File: src/rtl/cpu_pkg.sv
// Shared RV64I types: data word, instruction class, major opcodes and the decoded bundle.
package cpu_pkg;

  typedef logic [63:0] double_word;

  typedef enum logic [3:0] {
    OPC_ILLEGAL,
    OPC_LUI,
    OPC_AUIPC,
    OPC_JAL,
    OPC_JALR,
    OPC_BRANCH,
    OPC_LOAD,
    OPC_STORE,
    OPC_OP_IMM,
    OPC_OP_IMM_32,
    OPC_OP,
    OPC_OP_32,
    OPC_SYSTEM,
    OPC_FENCE
  } op_class_t;

  localparam logic [6:0] OPCODE_LUI       = 7'b0110111;
  localparam logic [6:0] OPCODE_AUIPC     = 7'b0010111;
  localparam logic [6:0] OPCODE_JAL       = 7'b1101111;
  localparam logic [6:0] OPCODE_JALR      = 7'b1100111;
  localparam logic [6:0] OPCODE_BRANCH    = 7'b1100011;
  localparam logic [6:0] OPCODE_LOAD      = 7'b0000011;
  localparam logic [6:0] OPCODE_STORE     = 7'b0100011;
  localparam logic [6:0] OPCODE_OP_IMM    = 7'b0010011;
  localparam logic [6:0] OPCODE_OP_IMM_32 = 7'b0011011;
  localparam logic [6:0] OPCODE_OP        = 7'b0110011;
  localparam logic [6:0] OPCODE_OP_32     = 7'b0111011;
  localparam logic [6:0] OPCODE_SYSTEM    = 7'b1110011;
  localparam logic [6:0] OPCODE_FENCE     = 7'b0001111;

  typedef struct packed {
    logic       valid;
    double_word pc;
    op_class_t  op;
    logic [2:0] funct3;
    logic [6:0] funct7;
    logic [4:0] rd;
    logic [4:0] rs1;
    logic [4:0] rs2;
    double_word rs1_val;
    double_word rs2_val;
    double_word imm;
    logic       illegal;
  } decoded_t;

  function automatic op_class_t classify(input logic [6:0] opcode);
    case (opcode)
      OPCODE_LUI:       return OPC_LUI;
      OPCODE_AUIPC:     return OPC_AUIPC;
      OPCODE_JAL:       return OPC_JAL;
      OPCODE_JALR:      return OPC_JALR;
      OPCODE_BRANCH:    return OPC_BRANCH;
      OPCODE_LOAD:      return OPC_LOAD;
      OPCODE_STORE:     return OPC_STORE;
      OPCODE_OP_IMM:    return OPC_OP_IMM;
      OPCODE_OP_IMM_32: return OPC_OP_IMM_32;
      OPCODE_OP:        return OPC_OP;
      OPCODE_OP_32:     return OPC_OP_32;
      OPCODE_SYSTEM:    return OPC_SYSTEM;
      OPCODE_FENCE:     return OPC_FENCE;
      default:          return OPC_ILLEGAL;
    endcase
  endfunction

endpackage

File: src/rtl/imm_gen.sv
// Combinational immediate extraction; the opcode arrives already classified, so only bits 31:7 are needed.
import cpu_pkg::*;

module imm_gen (
  input  logic [31:7] instruction,
  input  op_class_t   op_class,
  output double_word  imm
);

  always_comb begin
    imm = '0;
    case (op_class)
      OPC_LOAD, OPC_OP_IMM, OPC_OP_IMM_32, OPC_JALR, OPC_SYSTEM, OPC_FENCE:
        imm = {{52{instruction[31]}}, instruction[31:20]};
      OPC_STORE:
        imm = {{52{instruction[31]}}, instruction[31:25], instruction[11:7]};
      OPC_BRANCH:
        imm = {{51{instruction[31]}}, instruction[31], instruction[7],
               instruction[30:25], instruction[11:8], 1'b0};
      OPC_LUI, OPC_AUIPC:
        imm = {{32{instruction[31]}}, instruction[31:12], 12'b0};
      OPC_JAL:
        imm = {{43{instruction[31]}}, instruction[31], instruction[19:12],
               instruction[20], instruction[30:21], 1'b0};
      default:
        imm = '0;
    endcase
  end

endmodule

File: src/rtl/instruction_decode.sv
// RV64I decode stage: classify, extract fields, detect load-use hazards, register one bundle per cycle.
import cpu_pkg::*;

module instruction_decode (
  input  logic        clk,
  input  logic        rst,
  input  logic        in_valid,
  input  logic [31:0] instruction,
  input  double_word  instruction_pc,
  input  logic        stall_in,
  output logic        stall_out,
  input  logic        branch_reset_in,
  output logic        branch_reset_out,
  output logic [4:0]  rs1_addr,
  output logic [4:0]  rs2_addr,
  input  double_word  rs1_data,
  input  double_word  rs2_data,
  input  logic        ex_valid,
  input  logic        ex_is_load,
  input  logic [4:0]  ex_rd,
  output logic        out_valid,
  output double_word  out_pc,
  output op_class_t   out_op,
  output logic [2:0]  out_funct3,
  output logic [6:0]  out_funct7,
  output logic [4:0]  out_rd,
  output logic [4:0]  out_rs1,
  output logic [4:0]  out_rs2,
  output double_word  out_rs1_val,
  output double_word  out_rs2_val,
  output double_word  out_imm,
  output logic        out_illegal
);

  op_class_t  op;
  logic       legal;
  logic       rs1_used;
  logic       rs2_used;
  logic       hazard;
  logic [2:0] f3;
  logic [6:0] f7;
  double_word imm;
  decoded_t   dec;
  decoded_t   out_q;

  assign f3       = instruction[14:12];
  assign f7       = instruction[31:25];
  assign rs1_addr = instruction[19:15];
  assign rs2_addr = instruction[24:20];

  imm_gen u_imm_gen (
    .instruction (instruction[31:7]),
    .op_class    (op),
    .imm         (imm)
  );

  // Funct-level legality: base RV64I only (no M extension encodings in OP/OP_32).
  always_comb begin
    op    = classify(instruction[6:0]);
    legal = 1'b1;
    case (op)
      OPC_ILLEGAL: legal = 1'b0;
      OPC_JALR:    legal = (f3 == 3'd0);
      OPC_BRANCH:  legal = (f3[2:1] != 2'b01);
      OPC_LOAD:    legal = (f3 != 3'd7);
      OPC_STORE:   legal = !f3[2];
      OPC_OP_IMM: begin
        if (f3 == 3'd1)      legal = (f7[6:1] == 6'b000000);
        else if (f3 == 3'd5) legal = (f7[6:1] == 6'b000000) || (f7[6:1] == 6'b010000);
      end
      OPC_OP_IMM_32: begin
        case (f3)
          3'd0:    legal = 1'b1;
          3'd1:    legal = (f7 == 7'h00);
          3'd5:    legal = (f7 == 7'h00) || (f7 == 7'h20);
          default: legal = 1'b0;
        endcase
      end
      OPC_OP:      legal = (f7 == 7'h00) || ((f7 == 7'h20) && ((f3 == 3'd0) || (f3 == 3'd5)));
      OPC_OP_32:   legal = ((f3 == 3'd0) || (f3 == 3'd1) || (f3 == 3'd5)) &&
                           ((f7 == 7'h00) || ((f7 == 7'h20) && (f3 != 3'd1)));
      OPC_SYSTEM:  legal = (f3 == 3'd0) ? ((instruction == 32'h0000_0073) || (instruction == 32'h0010_0073))
                                        : (f3 != 3'd4);
      OPC_FENCE:   legal = (f3[2:1] == 2'b00);
      default:     legal = 1'b1;
    endcase
  end

  assign rs1_used = !(op inside {OPC_LUI, OPC_AUIPC, OPC_JAL, OPC_FENCE, OPC_ILLEGAL});
  assign rs2_used = op inside {OPC_BRANCH, OPC_STORE, OPC_OP, OPC_OP_32};

  assign hazard = in_valid && ex_valid && ex_is_load && (ex_rd != 5'd0) &&
                  (((ex_rd == rs1_addr) && rs1_used) || ((ex_rd == rs2_addr) && rs2_used));
  assign stall_out = stall_in || hazard;

  always_comb begin
    dec         = '0;
    dec.valid   = in_valid;
    dec.pc      = instruction_pc;
    dec.op      = op;
    dec.funct3  = f3;
    dec.funct7  = f7;
    dec.rd      = instruction[11:7];
    dec.rs1     = rs1_addr;
    dec.rs2     = rs2_addr;
    dec.rs1_val = (rs1_addr == 5'd0) ? '0 : rs1_data;
    dec.rs2_val = (rs2_addr == 5'd0) ? '0 : rs2_data;
    dec.imm     = imm;
    dec.illegal = in_valid && !legal;
  end

  // Priority: reset/flush, then hold, then bubble, then load.
  always_ff @(posedge clk) begin
    branch_reset_out <= rst ? 1'b0 : branch_reset_in;
    if (rst || branch_reset_in) begin
      out_q.valid   <= 1'b0;
      out_q.illegal <= 1'b0;
    end else if (!stall_in) begin
      if (hazard) begin
        out_q.valid   <= 1'b0;
        out_q.illegal <= 1'b0;
      end else begin
        out_q <= dec;
      end
    end
  end

  assign out_valid   = out_q.valid;
  assign out_pc      = out_q.pc;
  assign out_op      = out_q.op;
  assign out_funct3  = out_q.funct3;
  assign out_funct7  = out_q.funct7;
  assign out_rd      = out_q.rd;
  assign out_rs1     = out_q.rs1;
  assign out_rs2     = out_q.rs2;
  assign out_rs1_val = out_q.rs1_val;
  assign out_rs2_val = out_q.rs2_val;
  assign out_imm     = out_q.imm;
  assign out_illegal = out_q.illegal;

endmodule

File: config.mk
export PLATFORM = sky130hd
export DESIGN_NAME = instruction_decode
export DESIGN_NICKNAME = d
export VERILOG_FILES = /design/src/rtl/cpu_pkg.sv /design/src/rtl/imm_gen.sv /design/src/rtl/instruction_decode.sv
export SDC_FILE = /design/constraint.sdc
export NUM_CORES = 1
export LEC_CHECK = 0
export BUFFER_PORTS_ARGS = -buffer_cell sky130_fd_sc_hd__buf_2
export CORE_AREA = 2 2 210 212
export DETAILED_ROUTE_END_ITERATION = 10
export DIE_AREA = 0 0 212 214
export GPL_TIMING_DRIVEN = 0
export MAX_ROUTING_LAYER = met4
export REMOVE_ABC_BUFFERS = 1
export SYNTH_ARGS = -nofsm -noshare
export SYNTH_HDL_FRONTEND = slang
export SYNTH_HIERARCHICAL = 1
export SYNTH_SLANG_ARGS = --single-unit
export TNS_END_PERCENT = 20
File: constraint.sdc
create_clock -name clk -period 23.4 [get_ports clk]
set_input_delay 1.17 -clock clk [delete_from_list [all_inputs] [get_ports clk]]
set_output_delay 1.17 -clock clk [all_outputs]
set_load 0.01 [all_outputs]
After elaboration in Yosys (flattened, before gate mapping) --
Cells that the tools add are included.
Storage, ports and cells: bits of input ports 236, output and inout port bits 299, register bits 288, word-level logic and storage cells 100
Operators by class: multiplexer cells 9, eq/ne operators 38, reduce and logical (&&, ||, !) cells 37, bitwise gates (word level) 3
Operator list (count):
- case mux 64 bit (5 select lines) | 1
- case mux 4 bit (13 select lines) | 1
- equality test 7 x 6 -> 1 bit (second input constant) | 5
- equality test 32 x 21 -> 1 bit (second input constant) | 1
- equality test 32 x 7 -> 1 bit (second input constant) | 1
- equality test 7 bit (second input constant) | 4
- equality test 4 bit (second input constant) | 6
- equality test 7 x 5 -> 1 bit (second input constant) | 3
- equality test 4 x 3 -> 1 bit (second input constant) | 4
- logical OR 1 bit | 11
- case mux 1 bit (11 select lines) | 1
- equality test 5 bit | 2
- logical AND 1 bit | 10
- zero test 5 bit | 2
- nonzero test 5 bit | 2
- equality test 4 x 2 -> 1 bit (second input constant) | 2
- equality test 7 x 2 -> 1 bit (second input constant) | 1
- equality test 7 x 4 -> 1 bit (second input constant) | 1
- zero test 7 bit | 1
- equality test 6 x 5 -> 1 bit (second input constant) | 1
- zero test 6 bit | 1
- inequality test 3 bit (second input constant) | 2
- OR reduction 6 bit | 1
- 2-to-1 mux 1 bit | 5
- 14 further kinds | 18

Logic depth before layout (Yosys ltp) --
Gate-level depths: netlist of the first run.
depth in word-level cells 10, depth in mapped cells 13, mapped depth without buffers 9

By module --
Netlist of the first run, hierarchy kept.
Modules (own cells, without submodules):
- instruction_decode | times used 1, cells each 577, area each 10393.7 um^2, seq. area each 8618.3 um^2
- imm_gen | times used 1, cells each 109, area each 752.0 um^2, seq. area each 0.0 um^2

Worst setup path before layout of the first run --
No wires, ideal clock.
path kind in2reg, start in instruction[4], end reg out_q (netlist bit out_funct3[0]) (enable), stages 6, buffers on the path 1, data arrival time 18.870 ns, slack 3.380 ns, required time 22.250 ns, library setup time 1.150 ns, cells stage by stage buf_2 nor4_1 or4_1 o21ai_0 nor2b_1 a2111oi_2
On the way: word-level cells in the longest chain between the ends 10, elaborated cells between the ends (all ways) 32, classes of those cells eq/ne (21); mux (1); bitwise (1); reduce/logical (9)
Ends and longest elaborated chain:
- from (decl) | RTL line instruction_decode.sv:8 | input logic [31:0] instruction,
- equality test 7 x 4 -> 1 bit, or another cell as far along | RTL line cpu_pkg.sv:53 | case (opcode)
- case mux 4 bit (13 select lines) * | RTL line cpu_pkg.sv:53
- equality test 4 x 1 -> 1 bit, or another cell as far along | RTL line instruction_decode.sv:89 | assign rs1_used = !(op inside {OPC_LUI, OPC_AUIPC, OPC_JAL, OPC_FENCE, OPC_ILLEGAL});
- nonzero test 5 bit | RTL line instruction_decode.sv:89
- zero test 1 bit | RTL line instruction_decode.sv:89
- logical AND 1 bit | RTL line instruction_decode.sv:93 | (((ex_rd == rs1_addr) && rs1_used) || ((ex_rd == rs2_addr) && rs2_used));
- logical OR 1 bit * | RTL line instruction_decode.sv:93
- logical AND 1 bit * | RTL line instruction_decode.sv:92 | assign hazard = in_valid && ex_valid && ex_is_load && (ex_rd != 5'd0) &&
- inverter 1 bit (no source line) *
- AND reduction 3 bit (no source line) *
- to (decl) | RTL line instruction_decode.sv:44 | decoded_t out_q;
Mark *: on every way between the ends. The rest lies on a longest branch, timed or not. A chain may end at the register's enable or synchronous reset.

Worst setup path in the final report of the first run --
start in instruction[3], end reg out_q (netlist bit out_pc[61]) (enable)
Same word-level chain as after synthesis.

==> impl_metrics.env, run 1 <==
export IMPL_crit_type="input pin to flop"
export IMPL_grt_ovfl_total=0
export IMPL_grt_pass1_vias=7547
export IMPL_num_fill_cells=4138
export IMPL_slowest_stage="nor4_1"
export IMPL_grt_pass1_wl_um=47100
export IMPL_synth_adder_area_share=0
export IMPL_place_area_sq_um=14500
export IMPL_fmax_mhz=215
export IMPL_post_route_period_util=0.199
export IMPL_max_cap_violations=0
export IMPL_die_x_um=212
export IMPL_dpl_hpwl_um=25500
export IMPL_fp_dieH_um=214
export IMPL_async_flop_share=0
export IMPL_crit_buf_inv=9
export IMPL_synth_mux_area_frac=0
export IMPL_status="finished, final reports clean"
export IMPL_relSlewSlack=0.107
export IMPL_post_cts_buffers=0
export IMPL_via_per_inst=4.16
export IMPL_ys_ff_latch=288
export IMPL_synth_edf_count=285
export IMPL_clock_sinks=288
export IMPL_postRouteAntennaNets=0
export IMPL_synth_compound_area_frac=0.0509
export IMPL_p_per_area_nw_per_um2=78.5
export IMPL_root_buffer="clkbuf_16"
export IMPL_drc=0
export IMPL_peakVddDrop_v=0.0000585
export IMPL_final_area_sq_um=15600
export IMPL_core_sq_um=42900
export IMPL_synth_area_leader_cell="edfxtp_1"
export IMPL_drt_wl_total_um=33100
export IMPL_gr_usage_all_layers=0.144
export IMPL_layoutNonFillerInstCount=1831
export IMPL_num_vias=7626
export IMPL_critPathTopFamily="buffers and inverters"
export IMPL_tightest_slew_ns=1.34
export IMPL_path_max_fanout=22
export IMPL_drive_above_1_share=0.500
export IMPL_total_leakage_power_nw=6.20
export IMPL_rsz0062_at_grt="no"
export IMPL_antenna_found_initial=9
export IMPL_setup_viol=0
export IMPL_synth_area_top_cells="edfxtp_1, nor2b_1, buf_4"
export IMPL_path_cells="buf_2 > nand2_1 > nor4_1 > or4_1 > o21ai_0 > nor2b_1 > a2111oi_4 > buf_6 > buf_6 > buf_8 > buf_6 > buf_6 > buf_6 > buf_6 > buf_6"
export IMPL_min_path_type="flop to flop"
export IMPL_grt_max_degree=43
export IMPL_final_core_util=0.364
export IMPL_hold_viol=0
export IMPL_dp_cells=1760
export IMPL_setup_worst_path_end_class="flop"
export IMPL_cts_tree="done"
export IMPL_syn_instance_count=686
export IMPL_slew_viol_final=0
export IMPL_first_pass_iters=6
export IMPL_io_buffers=534
export IMPL_layout_common_cells="buf_2, edfxtp_1, nor2b_1, clkbuf_16, a21o_1"
export IMPL_ctsHoldBuffers=0
export IMPL_total_power_mw=1.22
export IMPL_wl_per_cell_um=18.1
export IMPL_worstPathArrival_ns=4.87
export IMPL_synth_top_family_by_area="simple AND/OR/NAND/NOR gates"
export IMPL_synth_xor_area_frac=0.0102
export IMPL_skew_ns=0
export IMPL_die_area_sq_um=45400
export IMPL_fin_crit_ns=4.65
export IMPL_synthSimpleGateAreaFrac=0.123
export IMPL_avgSynthCellArea_sq_um=16.2
export IMPL_post_cts_resized=0
export IMPL_area_growth_synth_to_final_pct=39.9
export IMPL_synth_distinct_cells=53
export IMPL_worstSkewPairLatency_ns=0.51
export IMPL_path_clk_slew_ns=0.06
export IMPL_yosysSeqAreaShare=0.773
export IMPL_crit_top_cell="buf_6"
export IMPL_synth_flop_cell="edfxtp_1"
export IMPL_cts_htree_levels=2
export IMPL_start_util=0.260
export IMPL_gp_congestion=0.840
export IMPL_netlist_area_sq_um=11100
export IMPL_cp_required_ns=23.62
export IMPL_cts_path_max_buffers=3
export IMPL_max_stage_delay_ns=0.65
export IMPL_drt_iter0_markers=553
export IMPL_io_pins=535
export IMPL_cts_buffers=35
export IMPL_synth_top_area_frac=0.768
export IMPL_nets=1448
export IMPL_num_rows=76
export IMPL_critPathLaunchType="input pin"
export IMPL_final_common_cell="buf_2"
export IMPL_ys_warn_count=6
## kinds of logic after synthesis
kind of cell    Yosys count
compound gates           78
flops                   288
buf+inv                  78
xor+xnor                 13
simple gates            229
## final timing paths
| kind | from | end | slack, ns | depth (start not counted) |
|---|---|---|---|---|
| worst max register to register | out_valid | out_valid | 22.66 | 2 |
| worst max-delay path | instruction[3] | out_pc[61] | 18.75 | 15 |
| worst min register to register | out_valid | out_valid | 0.51 | 2 |
| worst min-delay path | out_valid | out_valid | 0.51 | 2 |
## synth_stat cells, types with 6 or more instances
cell type	n
edfxtp_1	285
buf_4	44
nand2b_1	11
nor3_1	6
buf_2	10
inv_1	6
or4_1	7
a21oi_1	17
nand2_1	13
and2_1	7
nor2_1	22
nor2b_1	137
a21o_1	24
clkbuf_1	17
xor2_1	8
## final cells by class
class,instances,area [sq um],area share
Antenna cell,9,22.5,0.00144
Clock buffer,41,898,0.0576
Clock inverter,21,189,0.0121
Inverter,6,22.5,0.00144
Multi-Input combinational cell,320,2090,0.134
Sequential cell,288,8620,0.553
Tap cell,585,732,0.0469
Timing Repair Buffer,561,3020,0.194
## routing by layer
layer / track usage / wire [um] / vias to the layer above
li1: - / - / 3567
met1: 0.161 / 12800 / 3658
met2: 0.241 / 16600 / 342
met3: 0.0438 / 2800 / 59
met4: 0.0526 / 918 / 0
met5: - / 0 / -
## worst register-to-register path: cells and delay by family, from the launching register on
kind / cells / cell delay (ns)
DFF: 1 / 0.34
AOI/OAI and AO/OA: 1 / 0.25
and+or+nand+nor: 1 / 0.06
## state kept, by name (all words and copies together), names as in the netlist, 5 cells and up
register,flops
out_rs1,5
out_pc,64
out_rs2_val,64
out_funct7,7
out_rs1_val,64
out_imm,64
out_rd,5
out_rs2,5
## through the flow
stage | setup slack, ns | hold WS, ns | setup TNS [ns]
global route | 18.44 | 0.531 | 0
finish | 18.75 | 0.508 | 0
floorplan | 3.53 | 0.504 | 0
detailed placement | 18.18 | 0.493 | 0
global placement | -4.21 | 0.489 | -1192.95
CTS | 18.74 | 0.502 | 0
## power breakdown
group | switching, mW | internal, mW | total (mW)
logic | 0.0588 | 0.0461 | 0.105
registers | 0.00545 | 0.595 | 0.601
clock network | 0.210 | 0.308 | 0.518
No activity file was read; power rests on OpenSTA's default activity.
==> run 2: changes to the inputs <==
==> constraint.sdc (replaced) <==
create_clock -name clk -period 4.4 [get_ports clk]
set_input_delay 0.22 -clock clk [delete_from_list [all_inputs] [get_ports clk]]
set_output_delay 0.22 -clock clk [all_outputs]
set_load 0.01 [all_outputs]
==> impl_metrics.env, run 2 (synthesis gave the netlist of run 1 again) <==
export IMPL_status="finished, final reports clean"
export IMPL_antenna_found_initial=8
export IMPL_grt_pass1_wl_um=52100
export IMPL_hold_viol=0
export IMPL_crit_buf_inv=9
export IMPL_io_pins=535
export IMPL_grt_pass1_vias=8849
export IMPL_cts_buffers=35
export IMPL_wl_per_cell_um=17.8
export IMPL_setup_viol=0
export IMPL_rrSetupSlack_ns=3.13
export IMPL_worstPathArrival_ns=3.93
export IMPL_gp_congestion=0.840
export IMPL_start_util=0.260
export IMPL_peakVddDrop_v=0.000309
export IMPL_slowest_stage="nor4_1"
export IMPL_whs_ns=0.0277
export IMPL_path_clk_slew_ns=0.06
export IMPL_final_core_util=0.409
export IMPL_path_max_fanout=22
export IMPL_place_area_sq_um=14500
export IMPL_path_cells="buf_2 > nand2_1 > nor4_1 > or4_1 > o21ai_0 > nor2b_1 > a2111oi_4 > buf_6 > buf_6 > buf_8 > buf_6 > buf_6 > buf_6 > buf_6 > buf_6"
export IMPL_num_vias=8491
export IMPL_fp_dieH_um=214
export IMPL_crit_type="input pin to flop"
export IMPL_total_leakage_power_nw=7.00
export IMPL_min_path_type="input pin to flop"
export IMPL_die_x_um=212
export IMPL_drc=0
export IMPL_drive_above_1_share=0.432
export IMPL_slew_viol_final=0
export IMPL_rsz0062_at_grt="no"
export IMPL_via_per_inst=4.20
export IMPL_dpl_hpwl_um=25500
export IMPL_grt_ovfl_total=0
export IMPL_skew_ns=0
export IMPL_relSlewSlack=0.0936
export IMPL_r2r_start="out_valid"
export IMPL_core_sq_um=42900
export IMPL_crit_top_cell="buf_6"
export IMPL_io_buffers=534
export IMPL_setup_worst_path_end_class="flop"
export IMPL_fmax_mhz=269
export IMPL_critPathLaunchType="input pin"
export IMPL_clock_sinks=288
export IMPL_max_cap_violations=0
export IMPL_fin_crit_ns=3.71
export IMPL_nets=1641
export IMPL_post_route_period_util=0.844
export IMPL_first_pass_iters=4
export IMPL_final_area_sq_um=17500
export IMPL_max_stage_delay_ns=0.63
export IMPL_layout_common_cells="buf_2, edfxtp_1, dlygate4sd3_1, nor2b_1, clkbuf_16"
export IMPL_cts_htree_levels=2
export IMPL_num_fill_cells=3928
export IMPL_postRouteAntennaNets=0
export IMPL_num_rows=76
export IMPL_p_per_area_nw_per_um2=380
export IMPL_final_common_cell="buf_2"
export IMPL_cp_required_ns=4.61
export IMPL_gr_usage_all_layers=0.157
export IMPL_root_buffer="clkbuf_16"
export IMPL_tightest_slew_ns=1.36
export IMPL_critPathTopFamily="buffers and inverters"
export IMPL_min_from="rs2_data[16]"
export IMPL_cts_tree="done"
export IMPL_worstSkewPairLatency_ns=0.51
export IMPL_cts_path_max_buffers=3
export IMPL_grt_max_degree=43
export IMPL_area_growth_synth_to_final_pct=57.3
export IMPL_die_area_sq_um=45400
export IMPL_drt_iter0_markers=558
export IMPL_cp_startpoint="instruction[3]"
export IMPL_drt_wl_total_um=36100
export IMPL_total_power_mw=6.66
run 2: cell count changes in the layout (fill, tap and decap cells not counted):
cell | before | now
dlygate4sd3_1 | 0 | 193
run 2: path summary, 6_finish.rpt:
kind                                         to  cells past startpoint
worst max-delay path                 out_pc[46]                     15
worst min-delay path            out_rs2_val[16]                      2
worst max register to register        out_valid                      3
worst min register to register      out_illegal                      2
run 2: stage by stage:
stage / worst slack (ns) / cells / TNS (ns)
6_report: 0.685 / 2024 / 0
5_1_grt: 0.387 / 2022 / 0
4_1_cts: 0.686 / 2015 / 0
3_5_place_dp: 0.134 / 1760 / 0
3_3_place_gp: -22.26 / 1733 / -6449.98
2_1_floorplan: -14.52 / 614 / -4137.52
run 2: layout make-up:
cell class / instances / area (sq um) / share of cell area
antenna: 9 / 22.5 / 0.00128
clock buffer: 41 / 898 / 0.0513
clock inverter: 21 / 189 / 0.0108
inverter: 6 / 22.5 / 0.00128
multi-input combinational: 320 / 2090 / 0.120
sequential: 288 / 8620 / 0.492
tap: 585 / 732 / 0.0418
timing repair buffer: 754 / 4950 / 0.282
run 2: worst register-to-register path, delay by kind of cell (launching register included):
| family | cells | cell delay, ns |
|---|---|---|
| flip-flops | 1 | 0.34 |
| AND/OR/NAND/NOR | 1 | 0.06 |
| buffers and inverters | 1 | 0.57 |
| AO/OA/AOI/OAI | 1 | 0.25 |
run 2: report_power, final:
part	internal [mW]	total, mW	switching, mW
Clock	1.64	2.76	1.12
Combinational	0.357	0.707	0.349
Sequential	3.17	3.20	0.0312
run 2: timing repair:
action	4_1_cts	5_1_grt
buffers inserted	0	0
gates resized for setup	0	0
hold buffers	193	0
endpoints found under the hold margin	192	0
run 2: per-layer routing:
layer  track usage  part of all wire  up-vias
li1              -                 -     3952
met1         0.169              0.38     4095
met2         0.271              0.51      377
met3        0.0431             0.078       67
met4        0.0634             0.030        0
met5             -                 0        -
